==> config.mk <==
export PLATFORM = sky130hd
export DESIGN_NAME = hex_sequence_controller_flat
export DESIGN_NICKNAME = d
export VERILOG_FILES = /design/src/rtl/hex_sequence_controller_if.sv /design/src/rtl/hex_sequence_controller.sv /design/src/flat_wrapper.sv
export SDC_FILE = /design/constraint.sdc
export NUM_CORES = 1
export LEC_CHECK = 0
export CAP_MARGIN = 20
export CORE_MARGIN = 2
export CORE_UTILIZATION = 55
export CTS_CLUSTER_DIAMETER = 100
export DETAILED_ROUTE_END_ITERATION = 12
export PLACE_DENSITY = 0.74
export SYNTH_ARGS = -nofsm -noshare
export SYNTH_HDL_FRONTEND = slang
export SYNTH_SLANG_ARGS = --single-unit
==> constraint.sdc <==
create_clock -name CLOCK_50 -period 3 [get_ports CLOCK_50]
set_input_delay 0.75 -clock CLOCK_50 [delete_from_list [all_inputs] [get_ports CLOCK_50]]
set_output_delay 0.75 -clock CLOCK_50 [all_outputs]
set_load 0.02 [all_outputs]
==> src/rtl/hex_sequence_controller_if.sv <==
// Board-side bundle for the HEX sequencer: synchronised-later user controls in,
// registered select code and status out.
interface hex_sequence_controller_if;
  logic       start;
  logic       pause;
  logic       step;
  logic       loop_en;
  logic [3:0] code_out;
  logic       busy;
  logic       done;

  modport master (
    output start, pause, step, loop_en,
    input  code_out, busy, done
  );

  modport slave (
    input  start, pause, step, loop_en,
    output code_out, busy, done
  );
endinterface

==> src/rtl/hex_sequence_controller.sv <==
// Timed sequencer stepping the 7-segment decoder select code 0000->1000->1100->1110,
// with start/restart, pause with manual single-step, and optional looping.
module hex_sequence_controller #(
  parameter int TICK_DIV   = 50_000_000,
  parameter int HOLD_TICKS = 2
) (
  input logic                       CLOCK_50,
  input logic                       reset_n,
  hex_sequence_controller_if.slave  bus
);

  localparam int CNT_W  = (TICK_DIV > 1) ? $clog2(TICK_DIV) : 1;
  localparam int HOLD_W = $clog2(HOLD_TICKS + 1);
  localparam logic [CNT_W-1:0]  CNT_MAX   = CNT_W'(TICK_DIV - 1);
  localparam logic [HOLD_W-1:0] HOLD_LAST = HOLD_W'(HOLD_TICKS - 1);

  typedef enum logic [2:0] {IDLE, S1, S2, S3, HOLD} state_t;

  logic [1:0] startSync_q, pauseSync_q, stepSync_q, loopSync_q;
  logic       startPrev_q, stepPrev_q;
  logic       startRise_q, stepRise_q;

  logic [CNT_W-1:0]  count_q, count_d;
  logic [HOLD_W-1:0] holdCnt_q;
  state_t            state_q;
  logic [3:0]        code_q;
  logic              busy_q;
  logic              done_q;

  logic pauseS, loopS, tick;

  assign pauseS = pauseSync_q[1];
  assign loopS  = loopSync_q[1];

  // Edge pulses are registered so a raw rise reaches the FSM one cycle after detection.
  always_ff @(posedge CLOCK_50 or negedge reset_n) begin
    if (!reset_n) begin
      startSync_q <= '0;
      pauseSync_q <= '0;
      stepSync_q  <= '0;
      loopSync_q  <= '0;
      startPrev_q <= 1'b0;
      stepPrev_q  <= 1'b0;
      startRise_q <= 1'b0;
      stepRise_q  <= 1'b0;
    end else begin
      startSync_q <= {startSync_q[0], bus.start};
      pauseSync_q <= {pauseSync_q[0], bus.pause};
      stepSync_q  <= {stepSync_q[0], bus.step};
      loopSync_q  <= {loopSync_q[0], bus.loop_en};
      startPrev_q <= startSync_q[1];
      stepPrev_q  <= stepSync_q[1];
      startRise_q <= startSync_q[1] & ~startPrev_q;
      stepRise_q  <= stepSync_q[1] & ~stepPrev_q;
    end
  end

  always_comb begin
    count_d = count_q;
    if (startRise_q) begin
      count_d = '0;
    end else if (busy_q && !pauseS) begin
      count_d = (count_q == CNT_MAX) ? '0 : count_q + 1'b1;
    end
  end

  always_ff @(posedge CLOCK_50 or negedge reset_n) begin
    if (!reset_n) begin
      count_q <= '0;
    end else begin
      count_q <= count_d;
    end
  end

  // While paused the frozen prescaler hands tick generation over to single-step.
  assign tick = busy_q && (pauseS ? stepRise_q : (count_q == CNT_MAX));

  always_ff @(posedge CLOCK_50 or negedge reset_n) begin
    if (!reset_n) begin
      state_q   <= IDLE;
      code_q    <= 4'b0000;
      busy_q    <= 1'b0;
      done_q    <= 1'b0;
      holdCnt_q <= '0;
    end else begin
      done_q <= 1'b0;
      if (startRise_q) begin
        state_q   <= S1;
        code_q    <= 4'b1000;
        busy_q    <= 1'b1;
        holdCnt_q <= '0;
      end else if (tick) begin
        case (state_q)
          S1: begin
            state_q <= S2;
            code_q  <= 4'b1100;
          end
          S2: begin
            state_q <= S3;
            code_q  <= 4'b1110;
          end
          S3: begin
            state_q   <= HOLD;
            code_q    <= 4'b1110;
            holdCnt_q <= '0;
          end
          HOLD: begin
            if (holdCnt_q == HOLD_LAST) begin
              holdCnt_q <= '0;
              if (loopS) begin
                state_q <= S1;
                code_q  <= 4'b1000;
              end else begin
                state_q <= IDLE;
                code_q  <= 4'b0000;
                busy_q  <= 1'b0;
                done_q  <= 1'b1;
              end
            end else begin
              holdCnt_q <= holdCnt_q + 1'b1;
            end
          end
          default: begin
            state_q <= IDLE;
            code_q  <= 4'b0000;
            busy_q  <= 1'b0;
          end
        endcase
      end
    end
  end

  assign bus.code_out = code_q;
  assign bus.busy     = busy_q;
  assign bus.done     = done_q;

endmodule

==> src/flat_wrapper.sv <==
// flat-port wrapper written by rule: the top's interface ports become plain ports
module hex_sequence_controller_flat 
#(
  parameter int TICK_DIV   = 50_000_000,
  parameter int HOLD_TICKS = 2
)
  (CLOCK_50, reset_n, bus_start, bus_pause, bus_step, bus_loop_en, bus_code_out, bus_busy, bus_done);
  hex_sequence_controller_if bus_i ();
  input logic CLOCK_50;
  input logic reset_n;
  input wire logic [$bits(bus_i.start)-1:0] bus_start;
  input wire logic [$bits(bus_i.pause)-1:0] bus_pause;
  input wire logic [$bits(bus_i.step)-1:0] bus_step;
  input wire logic [$bits(bus_i.loop_en)-1:0] bus_loop_en;
  output wire logic [$bits(bus_i.code_out)-1:0] bus_code_out;
  output wire logic [$bits(bus_i.busy)-1:0] bus_busy;
  output wire logic [$bits(bus_i.done)-1:0] bus_done;
  assign bus_i.start = bus_start;
  assign bus_i.pause = bus_pause;
  assign bus_i.step = bus_step;
  assign bus_i.loop_en = bus_loop_en;
  assign bus_code_out = bus_i.code_out;
  assign bus_busy = bus_i.busy;
  assign bus_done = bus_i.done;
  hex_sequence_controller #(.TICK_DIV(TICK_DIV), .HOLD_TICKS(HOLD_TICKS)) u_core (.CLOCK_50(CLOCK_50), .reset_n(reset_n), .bus(bus_i));
endmodule
==> results of run 1 <==
[cell families (layout without fill, tap and decap cells)]
family	Yosys count	after routing
fa+ha+maj	1	1
xor+xnor	8	8
flops	48	48
compound gates	61	61
simple gates	99	99
other cells	1	1
buf+inv	18	30
mux	3	3
[layout by cell type, fill, tap and decap left out, types with 5 or more instances in the layout]
| master | count |
|---|---|
| a21oi_1 | 15 |
| nand3_1 | 11 |
| inv_1 | 9 |
| nand2_1 | 21 |
| clkdlybuf4s50_1 | 9 |
| clkbuf_8 | 5 |
| nor2_1 | 21 |
| nor2b_1 | 5 |
| nand4_1 | 7 |
| a31oi_1 | 11 |
| dfrtp_1 | 48 |
| o21ai_0 | 15 |
[layer usage]
layer / wire, µm / vias to the layer above / part of all wire [%]
li1: - / 903 / -
met1: 2220 / 924 / 47
met2: 2130 / 66 / 45
met3: 286 / 9 / 6.1
met4: 87 / 0 / 1.8
met5: 0 / - / 0
[worst max path at each step]
stage / from / to / cells past startpoint
floorplan: u_core.count_q[9]$_DFFE_PN0P_ / u_core.state_q[1]$_DFFE_PN0P_ / 6
global placement: u_core.count_q[9]$_DFFE_PN0P_ / u_core.state_q[1]$_DFFE_PN0P_ / 5
detailed placement: u_core.count_q[9]$_DFFE_PN0P_ / u_core.state_q[1]$_DFFE_PN0P_ / 5
CTS: u_core.count_q[9]$_DFFE_PN0P_ / u_core.state_q[1]$_DFFE_PN0P_ / 5
global route: u_core.count_q[0]$_DFFE_PN0P_ / u_core.count_q[21]$_DFFE_PN0P_ / 6
finish: u_core.count_q[9]$_DFFE_PN0P_ / u_core.state_q[1]$_DFFE_PN0P_ / 5
[power breakdown]
group | total (mW) | switching [mW] | internal, mW | leakage (nW)
sequential | 0.716 | 0.0370 | 0.679 | 0.627
clock | 0.479 | 0.228 | 0.251 | 0.0548
combinational | 0.143 | 0.0860 | 0.0571 | 0.411
total | 1.34 | 0.351 | 0.988 | 1.09
[synthesized netlist by cell type (2+ instances only)]
master    instances  area [µm²]
a21o_1            2        15.0
a21oi_1          15        75.1
a31oi_1          11        68.8
a41oi_1           4        35.0
and2_1            2        12.5
and3_1            3        18.8
and4_1            4        35.0
buf_2             3        15.0
clkbuf_1          4        15.0
dfrtp_1          48        1200
inv_1             9        33.8
mux2i_1           2        20.0
nand2_1          21        78.8
nand3_1          11        55.1
nand3b_1          2        15.0
nand4_1           7        43.8
nor2_1           21        78.8
nor2b_1           5        31.3
nor3_1            4        20.0
nor4_1            3        18.8
nor4_4            2        42.5
o21ai_0          15        75.1
or3_1             4        25.0
or4b_4            2        27.5
xnor2_1           4        35.0
xor2_1            4        35.0
[final cells by class]
| type | count | area, µm² | share of cell area, % |
|---|---|---|---|
| clock buffer | 5 | 68.8 | 2.62 |
| clock inverter | 3 | 46.3 | 1.76 |
| inverter | 9 | 33.8 | 1.29 |
| multi-input combinational | 173 | 1090 | 41.7 |
| sequential | 48 | 1200 | 45.8 |
| tap | 50 | 62.6 | 2.38 |
| timing repair buffer | 13 | 118 | 4.48 |
[state kept, by name, indices dropped and copies added, names as in the netlist, 2 cells and up]
name / count
u_core.state_q: 3
u_core.bus.code_out: 3
u_core.holdCnt_q: 2
u_core.count_q: 26
u_core.loopSync_q: 2
u_core.stepSync_q: 2
u_core.pauseSync_q: 2
u_core.startSync_q: 2
[per-stage QoR]
step | hold slack, ns | area [µm²] | setup slack (ns) | std cells | util (%)
2_1_floorplan | 0.331 | 2370 | 0.827 | 239 | -
3_3_place_gp | 0.332 | 2510 | 0.644 | 293 | 61.4
3_5_place_dp | 0.336 | 2510 | 0.598 | 293 | 61.4
4_1_cts | 0.356 | 2620 | 0.582 | 301 | 64.2
5_1_grt | 0.359 | 2620 | 0.400 | 301 | 64.2
6_report | 0.353 | 2620 | 0.581 | 301 | 64.2
==> run metrics, run 1 <==
status=completed; clock buffer depth=2; GR Layer Usage met1=29.1%; first-pass GRT wire length=8310 µm; mux cell area share after synthesis=between 1 and 1.5%; CP max stage delay=0.57 ns; Hold Path End=u_core.stepSync_q[1]$_DFF_PN0_; met3 GRT Util=3.78%; nets@finish=257; Slew @ Worst Pin=1.02 ns; setup TNS=0 ns; drt pass-1 iters=5; Max rail drop VDD=0.000337 V; CP bufs+invs=0; synthesized net count=246; maxcap violations=0; Cells after Synth=about 240; busiest grt layer=met2; Crit path max-delay family=simple AND/OR/NAND/NOR gates; Yosys cell types=53; Congestion Overflow GR=0; # setup viols final=0; EDFF count, synth=0; Fill cells=332; number of global-route vias before repair=between 1,500 and 2,000; average wire per standard cell=15.7 µm; kind of critical path=reg2reg; Synth Register Bits=48; minimum clock period=2.42 ns; Power, Total=roughly 1.3 mW; leakage=1.09 nW; root buf cell=clkbuf_8; Critical Path Start Type=flip-flop; leading register cell type out of synthesis=dfrtp_1; Avg Inst Size Synth=9.93 µm²; complex-gate fraction of the synthesized area=16.9%; Ports=12; chip height=69.7 µm; initial antenna violation count=0; DP HPWL=3190 µm; DRC viols=0; DRT iter0 DRCs=roughly 170; Synth Area in XOR/XNOR=2.95%; clock latency on the worst-skew pair=0.31 ns; n_diodes=0; vias post-DR=1,902; core region area=between 0.004 and 0.005 mm²; Area Growth Syn to Fin=10.6%; r2r setup slk=0.58 ns; Via density=6.32; PortBufs=10; CTS sink cnt=48; Post-CTS Setup Inserts=0; Antenna Nets Post-Route=0; maximum fanout along the worst path=12; Seq/Total Area, Yosys=50.6%; Die X=69.7 µm; CTS tree=built; Critical Path RT=around 3.2 ns; FF-to-FF Start=u_core.count_q[9]$_DFFE_PN0P_; cts repair resizes=0; pwr dens=a little over 500 mW/mm²; Slew Limit Headroom=32.2%; routing usage on met2=33.0%; crit end category=flip-flop; worst hold path cell count=0; GR Util All Layers=20.9%; async set-reset flop share out of synthesis=100%; slowest cell on the critical path=or4b_4; YS warnings=0; FF-to-FF End=u_core.state_q[1]$_DFFE_PN0P_; CTS Buf Count=5; Initial Utilization=58.1%; mapped cell area=about 0.0024 mm²; Worst Clk Skew=0.00974 ns; GPL Wtd Cong=0.886; cells on worst reg2reg path=5; Reg clk slew, reported paths=roughly 0.090 ns; RSZ-0062 raised after global routing=false; combinational family with the most area after synthesis=simple AND/OR/NAND/NOR gates; adder-cell share of the synthesized area=0.527%; Site Rows=23; crit-path cells=or4b_4 -> nor4_4 -> a32oi_2 -> or4b_1 -> a31oi_1; Arrival @ worst endpoint=2.65 ns; Max Slew Vio Count=0; start point of the worst hold path=u_core.stepSync_q[0]$_DFF_PN0_; share of cells above drive strength 1=9.56%; Simple-Gate Fraction of Synth Area=24.0%; # H-tree levels=2; Fin. Hold Viols=0; fin crit share=between 80% and 90%; type of the worst min-delay path=reg2reg; pin count of the biggest net entering global routing=49; hold buffers post-CTS=0; Fmax achieved=413 MHz; Total Routed Length=4730 µm; die area=0.00485 mm²
Power figures use the tool's default switching activity.
==> run 2: changes to the inputs <==
CORE_UTILIZATION = 53   (was 55)
clock period = 2.2 ns   (was 3 ns; I/O delays follow)
==> run metrics, run 2 (synthesized netlist as in run 1, its figures left out) <==
Post-CTS Setup Inserts=0 (unchanged); Slew Limit Headroom=64.3% (+32 points); Slew @ Worst Pin=0.536 ns (-0.479 ns); Die X=70.9 µm (+1.8%); nets@finish=273 (+6.2%); Fin. Hold Viols=0 (unchanged); Fill cells=377 (+14%); n_diodes=0 (unchanged); maximum fanout along the worst path=12 (unchanged); max reg flops=26 (unchanged); minimum clock period=2.17 ns (-0.248 ns); GR Util All Layers=22.0% (+1.1 points); Via density=6.07 (-3.9%); CTS Buf Count=5 (unchanged); GPL Wtd Cong=0.846 (-4.4%); hold buffers post-CTS=0 (unchanged); leakage=1.21 nW (+11%); number of global-route vias before repair=1,840 (+1.6%); root buf cell=clkbuf_8; Arrival @ worst endpoint=2.38 ns (-0.27 ns); Placed Area=0.00264 mm² (+5.2%); kind of critical path=reg2reg; Ports=12 (unchanged); worst hold margin=0.209 ns (-0.144 ns); status=completed; Antenna Nets Post-Route=0 (unchanged); Area Growth Syn to Fin=17.8%; crit-path cells=or4b_4 -> nor4_4 -> a211oi_1 -> buf_4 -> buf_4 -> mux2_2; setup TNS=0 ns (unchanged); DRT iter0 DRCs=262 (+51%); average wire per standard cell=16.0 µm (+1.7%); commonest non-fill, non-tap cell in the layout=dfrtp_1; CP max stage delay=0.58 ns (about the same); drt pass-1 iters=5 (unchanged); Initial Utilization=54.9% (-3.2 points); maxcap violations=0 (unchanged); pin count of the biggest net entering global routing=27 (-45%); die area=0.00503 mm² (+3.5%); clock latency on the worst-skew pair=0.31 ns (about the same); type of the worst min-delay path=in2async; core region area=0.00432 mm² (+5.8%); Largest Register=u_core.count_q; # H-tree levels=2 (unchanged); share of cells above drive strength 1=15.4% (+5.8 points); Fmax achieved=461 MHz (+11%); chip height=70.9 µm (+1.8%); Max Slew Vio Count=0 (unchanged); DRC viols=0 (unchanged); CTS tree=built; DP HPWL=3500 µm (+9.9%); # setup viols final=0 (unchanged); PortBufs=10 (unchanged); cts repair resizes=0 (unchanged); crit end category=flip-flop; Total Routed Length=5090 µm (+7.7%); CP dominant cell by count=buf_4; Max rail drop VDD=0.000432 V (+28%); slowest cell on the critical path=or4b_4; initial antenna violation count=0 (unchanged); vias post-DR=1,937 (+1.8%); fin crit share=98.7% (+18 points); Worst Clk Skew=0.0118 ns (+0.00208 ns); clock buffer depth=2 (unchanged); Critical Path RT=2.41 ns (-0.83 ns); most frequent cells in the layout=dfrtp_1 (48), nand2_1 (21), nor2_1 (21); Critical Path Start Type=flip-flop; first-pass GRT wire length=8640 µm (+3.9%); Reg clk slew, reported paths=0.10 ns (about the same); pwr dens=700 mW/mm² (+37%); Congestion Overflow GR=0 (unchanged); Non-Filler Instances=319 (+6.0%); fin area=0.00280 mm² (+6.5%); Site Rows=24 (+4.3%); CTS sink cnt=48 (unchanged); placed cell count=311 (+6.1%)
run 2: power breakdown:
group          switching (mW)  internal [mW]
Clock                   0.313          0.457
Combinational           0.117         0.0892
Sequential             0.0522          0.927
Total                   0.483           1.47
run 2: path summary, 6_finish.rpt:
kind	startpoint	end	slack [ns]	cells after the start
max	u_core.count_q[11]$_DFFE_PN0P_	u_core.count_q[0]$_DFFE_PN0P_	0.03	6
min	reset_n	u_core.state_q[2]$_DFFE_PN0P_	0.21	1
max reg2reg	u_core.count_q[11]$_DFFE_PN0P_	u_core.count_q[0]$_DFFE_PN0P_	0.03	6
min reg2reg	u_core.pauseSync_q[0]$_DFF_PN0_	u_core.pauseSync_q[1]$_DFF_PN0_	0.36	0
max in group asynchronous	reset_n	u_core.bus.busy$_DFFE_PN0P_	1.47	2
min in group CLOCK_50	u_core.pauseSync_q[0]$_DFF_PN0_	u_core.pauseSync_q[1]$_DFF_PN0_	0.36	0
run 2: stage by stage:
stage / setup WS, ns / total power, mW / util, %
after floorplan: 0.0265 / 1.11 / -
after global placement: 0.0772 / 1.20 / 61.0
after detailed placement: 0.0276 / 1.20 / 61.0
after CTS: 0.000283 / 1.97 / 64.2
after global routing: -0.0264 / 2.04 / 64.6
final: 0.0294 / 1.96 / 64.6
run 2: area by class of cell:
type / count / area [µm²] / share of cell area (%)
repair buffers: 29 / 250 / 8.95
clock buffers: 5 / 68.8 / 2.46
flip-flops and latches: 48 / 1200 / 43.0
clock inverters: 3 / 68.8 / 2.46
multi-input cells: 173 / 1110 / 39.6
inverters: 9 / 33.8 / 1.21
well taps: 52 / 65.1 / 2.33
run 2: critical path, delay by kind of cell, from the launching register on:
| family | cells | cell delay, ns |
|---|---|---|
| DFF | 1 | 0.39 |
| muxes | 1 | 0.25 |
| AOI/OAI and AO/OA | 1 | 0.13 |
| buffers and inverters | 2 | 0.36 |
| and+or+nand+nor | 2 | 0.93 |
run 2: per-layer routing:
metal	wire length, µm	global-route usage, %	vias to the layer above
met2	2350	34.7	61
met5	0	0	-
met4	86	8.18	0
met3	301	4.27	8
met1	2350	30.5	933
li1	-	-	935
==> run 3: changes to the inputs <==
GPL_TIMING_DRIVEN = 0   (was unset)
==> run metrics, run 3 (synthesized netlist as in run 1, its figures left out) <==
CTS Buf Count=5 (unchanged); pwr dens=705 mW/mm² (+0.80%); drt pass-1 iters=4 (-1); maximum fanout along the worst path=9 (-3); hold buffers post-CTS=0 (unchanged); Reg clk slew, reported paths=0.09 ns (about the same); FF-to-FF Start=u_core.count_q[9]$_DFFE_PN0P_; Ports=12 (unchanged); Max Slew Vio Count=0 (unchanged); Via density=5.96 (-1.8%); clock buffer depth=2 (unchanged); status=completed; Total Routed Length=4910 µm (-3.5%); average wire per standard cell=15.7 µm (-1.7%); maxcap violations=0 (unchanged); most frequent cells in the layout=dfrtp_1 (46), nand2_1 (21), nor2_1 (21); GR Util All Layers=21.7% (-0.29 points); DRC viols=0 (unchanged); fin crit share=98.5% (-0.18 points); Arrival @ worst endpoint=2.40 ns (+0.02 ns); commonest non-fill, non-tap cell in the layout=dfrtp_1; first-pass GRT wire length=8500 µm (-1.6%); Worst Clk Skew=0.00879 ns (-0.00303 ns); Fmax achieved=462 MHz (+0.18%); type of the worst min-delay path=in2async; Site Rows=24 (unchanged); Fin. Hold Viols=0 (unchanged); Die X=70.9 µm (unchanged); Critical Path RT=2.43 ns (+0.02 ns); r2r setup slk=0.03 ns (about the same); crit end category=flip-flop; Area Growth Syn to Fin=17.2%; Critical path origin=u_core.count_q[9]$_DFFE_PN0P_; worst hold margin=0.168 ns (-0.0411 ns); Slew @ Worst Pin=0.703 ns (+0.167 ns); Max rail drop VDD=0.000379 V (-12%); Antenna Nets Post-Route=0 (unchanged); Non-Filler Instances=313 (-1.9%); root buf cell=clkbuf_8; minimum clock period=2.17 ns (-0.00393 ns); kind of critical path=reg2reg; share of cells above drive strength 1=15.3% (-0.030 points); PortBufs=10 (unchanged); CTS tree=built; number of global-route vias before repair=1,803 (-2.0%); cells on worst reg2reg path=6 (unchanged); core region area=0.00432 mm² (unchanged); Largest Register=u_core.count_q; Initial Utilization=54.9% (unchanged); DP HPWL=3330 µm (-4.8%); Worst Setup EP=u_core.state_q[1]$_DFFE_PN0P_; Slew Limit Headroom=52.8% (-11 points); CTS sink cnt=48 (unchanged); n_diodes=0 (unchanged); RSZ-0062 raised after global routing=true; nets@finish=267 (-2.2%); initial antenna violation count=0 (unchanged); GPL Wtd Cong=0.832 (-1.7%); # setup viols final=0 (unchanged); final worst slack=0.0333 ns (+0.00393 ns); FF-to-FF End=u_core.state_q[1]$_DFFE_PN0P_; pin count of the biggest net entering global routing=31 (+15%); die area=0.00503 mm² (unchanged); vias post-DR=1,867 (-3.6%); Congestion Overflow GR=0 (unchanged); DP Worst Slack=-0.256 ns (-0.284 ns); DRT iter0 DRCs=146 (-44%); placed cell count=302 (-2.9%); max reg flops=26 (unchanged); # H-tree levels=2 (unchanged); leakage=1.17 nW (-3.8%); clock latency on the worst-skew pair=0.31 ns (about the same); Critical Path Start Type=flip-flop; chip height=70.9 µm (unchanged)
-- run 3: changes by cell type in the layout (fill, tap and decap cells not counted), moves of 2 or more --
cell      previous run  this run
dfrtp_2              0         2
buf_4               18         5
buf_2                1         3
dfrtp_1             48        46
clkbuf_1             0         2
-- run 3: per-stage QoR --
stage               setup TNS, ns  area (µm²)  power, mW  util [%]
floorplan                       0        2370       1.11         -
global placement           -37.64        2540       1.19      58.7
detailed placement          -3.00        2550       1.20      59.0
CTS                             0        2740       1.97      63.4
global route              -0.0954        2780       2.05      64.3
finish                          0        2780       1.96      64.3
-- run 3: worst min path at each step --
stage	cells after the start	slack, ns	endpoint
after CTS	1	0.18	u_core.bus.code_out[2]$_DFFE_PN0P_
final	1	0.17	u_core.bus.code_out[2]$_DFFE_PN0P_
after detailed placement	0	0.34	u_core.pauseSync_q[1]$_DFF_PN0_
after floorplan	0	0.25	u_core.bus.busy$_DFFE_PN0P_
after global routing	1	0.19	u_core.state_q[2]$_DFFE_PN0P_
after global placement	0	0.33	u_core.startSync_q[1]$_DFF_PN0_
-- run 3: per-layer routing --
metal  vias up  global-route usage (%)  part of all wire, %
li1        918                       -                    -
met5         -                       0                    0
met4         0                    6.08                 0.77
met3         5                    5.98                  3.8
met2        32                    32.5                   46
met1       912                    31.4                   49
-- run 3: layout make-up --
class	instances	area, µm²
sequential	48	1200
multi-input combinational	173	1150
timing repair buffer	15	145
buffer	8	48.8
fill	368	1540
clock buffer	5	68.8
inverter	9	33.8
tap	52	65.1
clock inverter	3	68.8
-- run 3: where the power goes --
| group | total, mW | internal, mW | switching (mW) |
|---|---|---|---|
| clock | 0.770 | 0.457 | 0.313 |
| sequential | 0.978 | 0.927 | 0.0511 |
| combinational | 0.213 | 0.0880 | 0.125 |
-- run 3: critical path: stages, from the launching register on --
cell,delay [ns]
dfrtp_1,0.38
buf_6,0.13
or4b_4,0.55
nor4_4,0.22
a32oi_2,0.11
or4b_1,0.51
a31oi_1,0.17
-- run 3: what timing repair did --
item	in CTS	in global routing
setup endpoints to repair	28	21
setup buffers	1	3
gates resized for setup	7	7
pin swaps	2	3
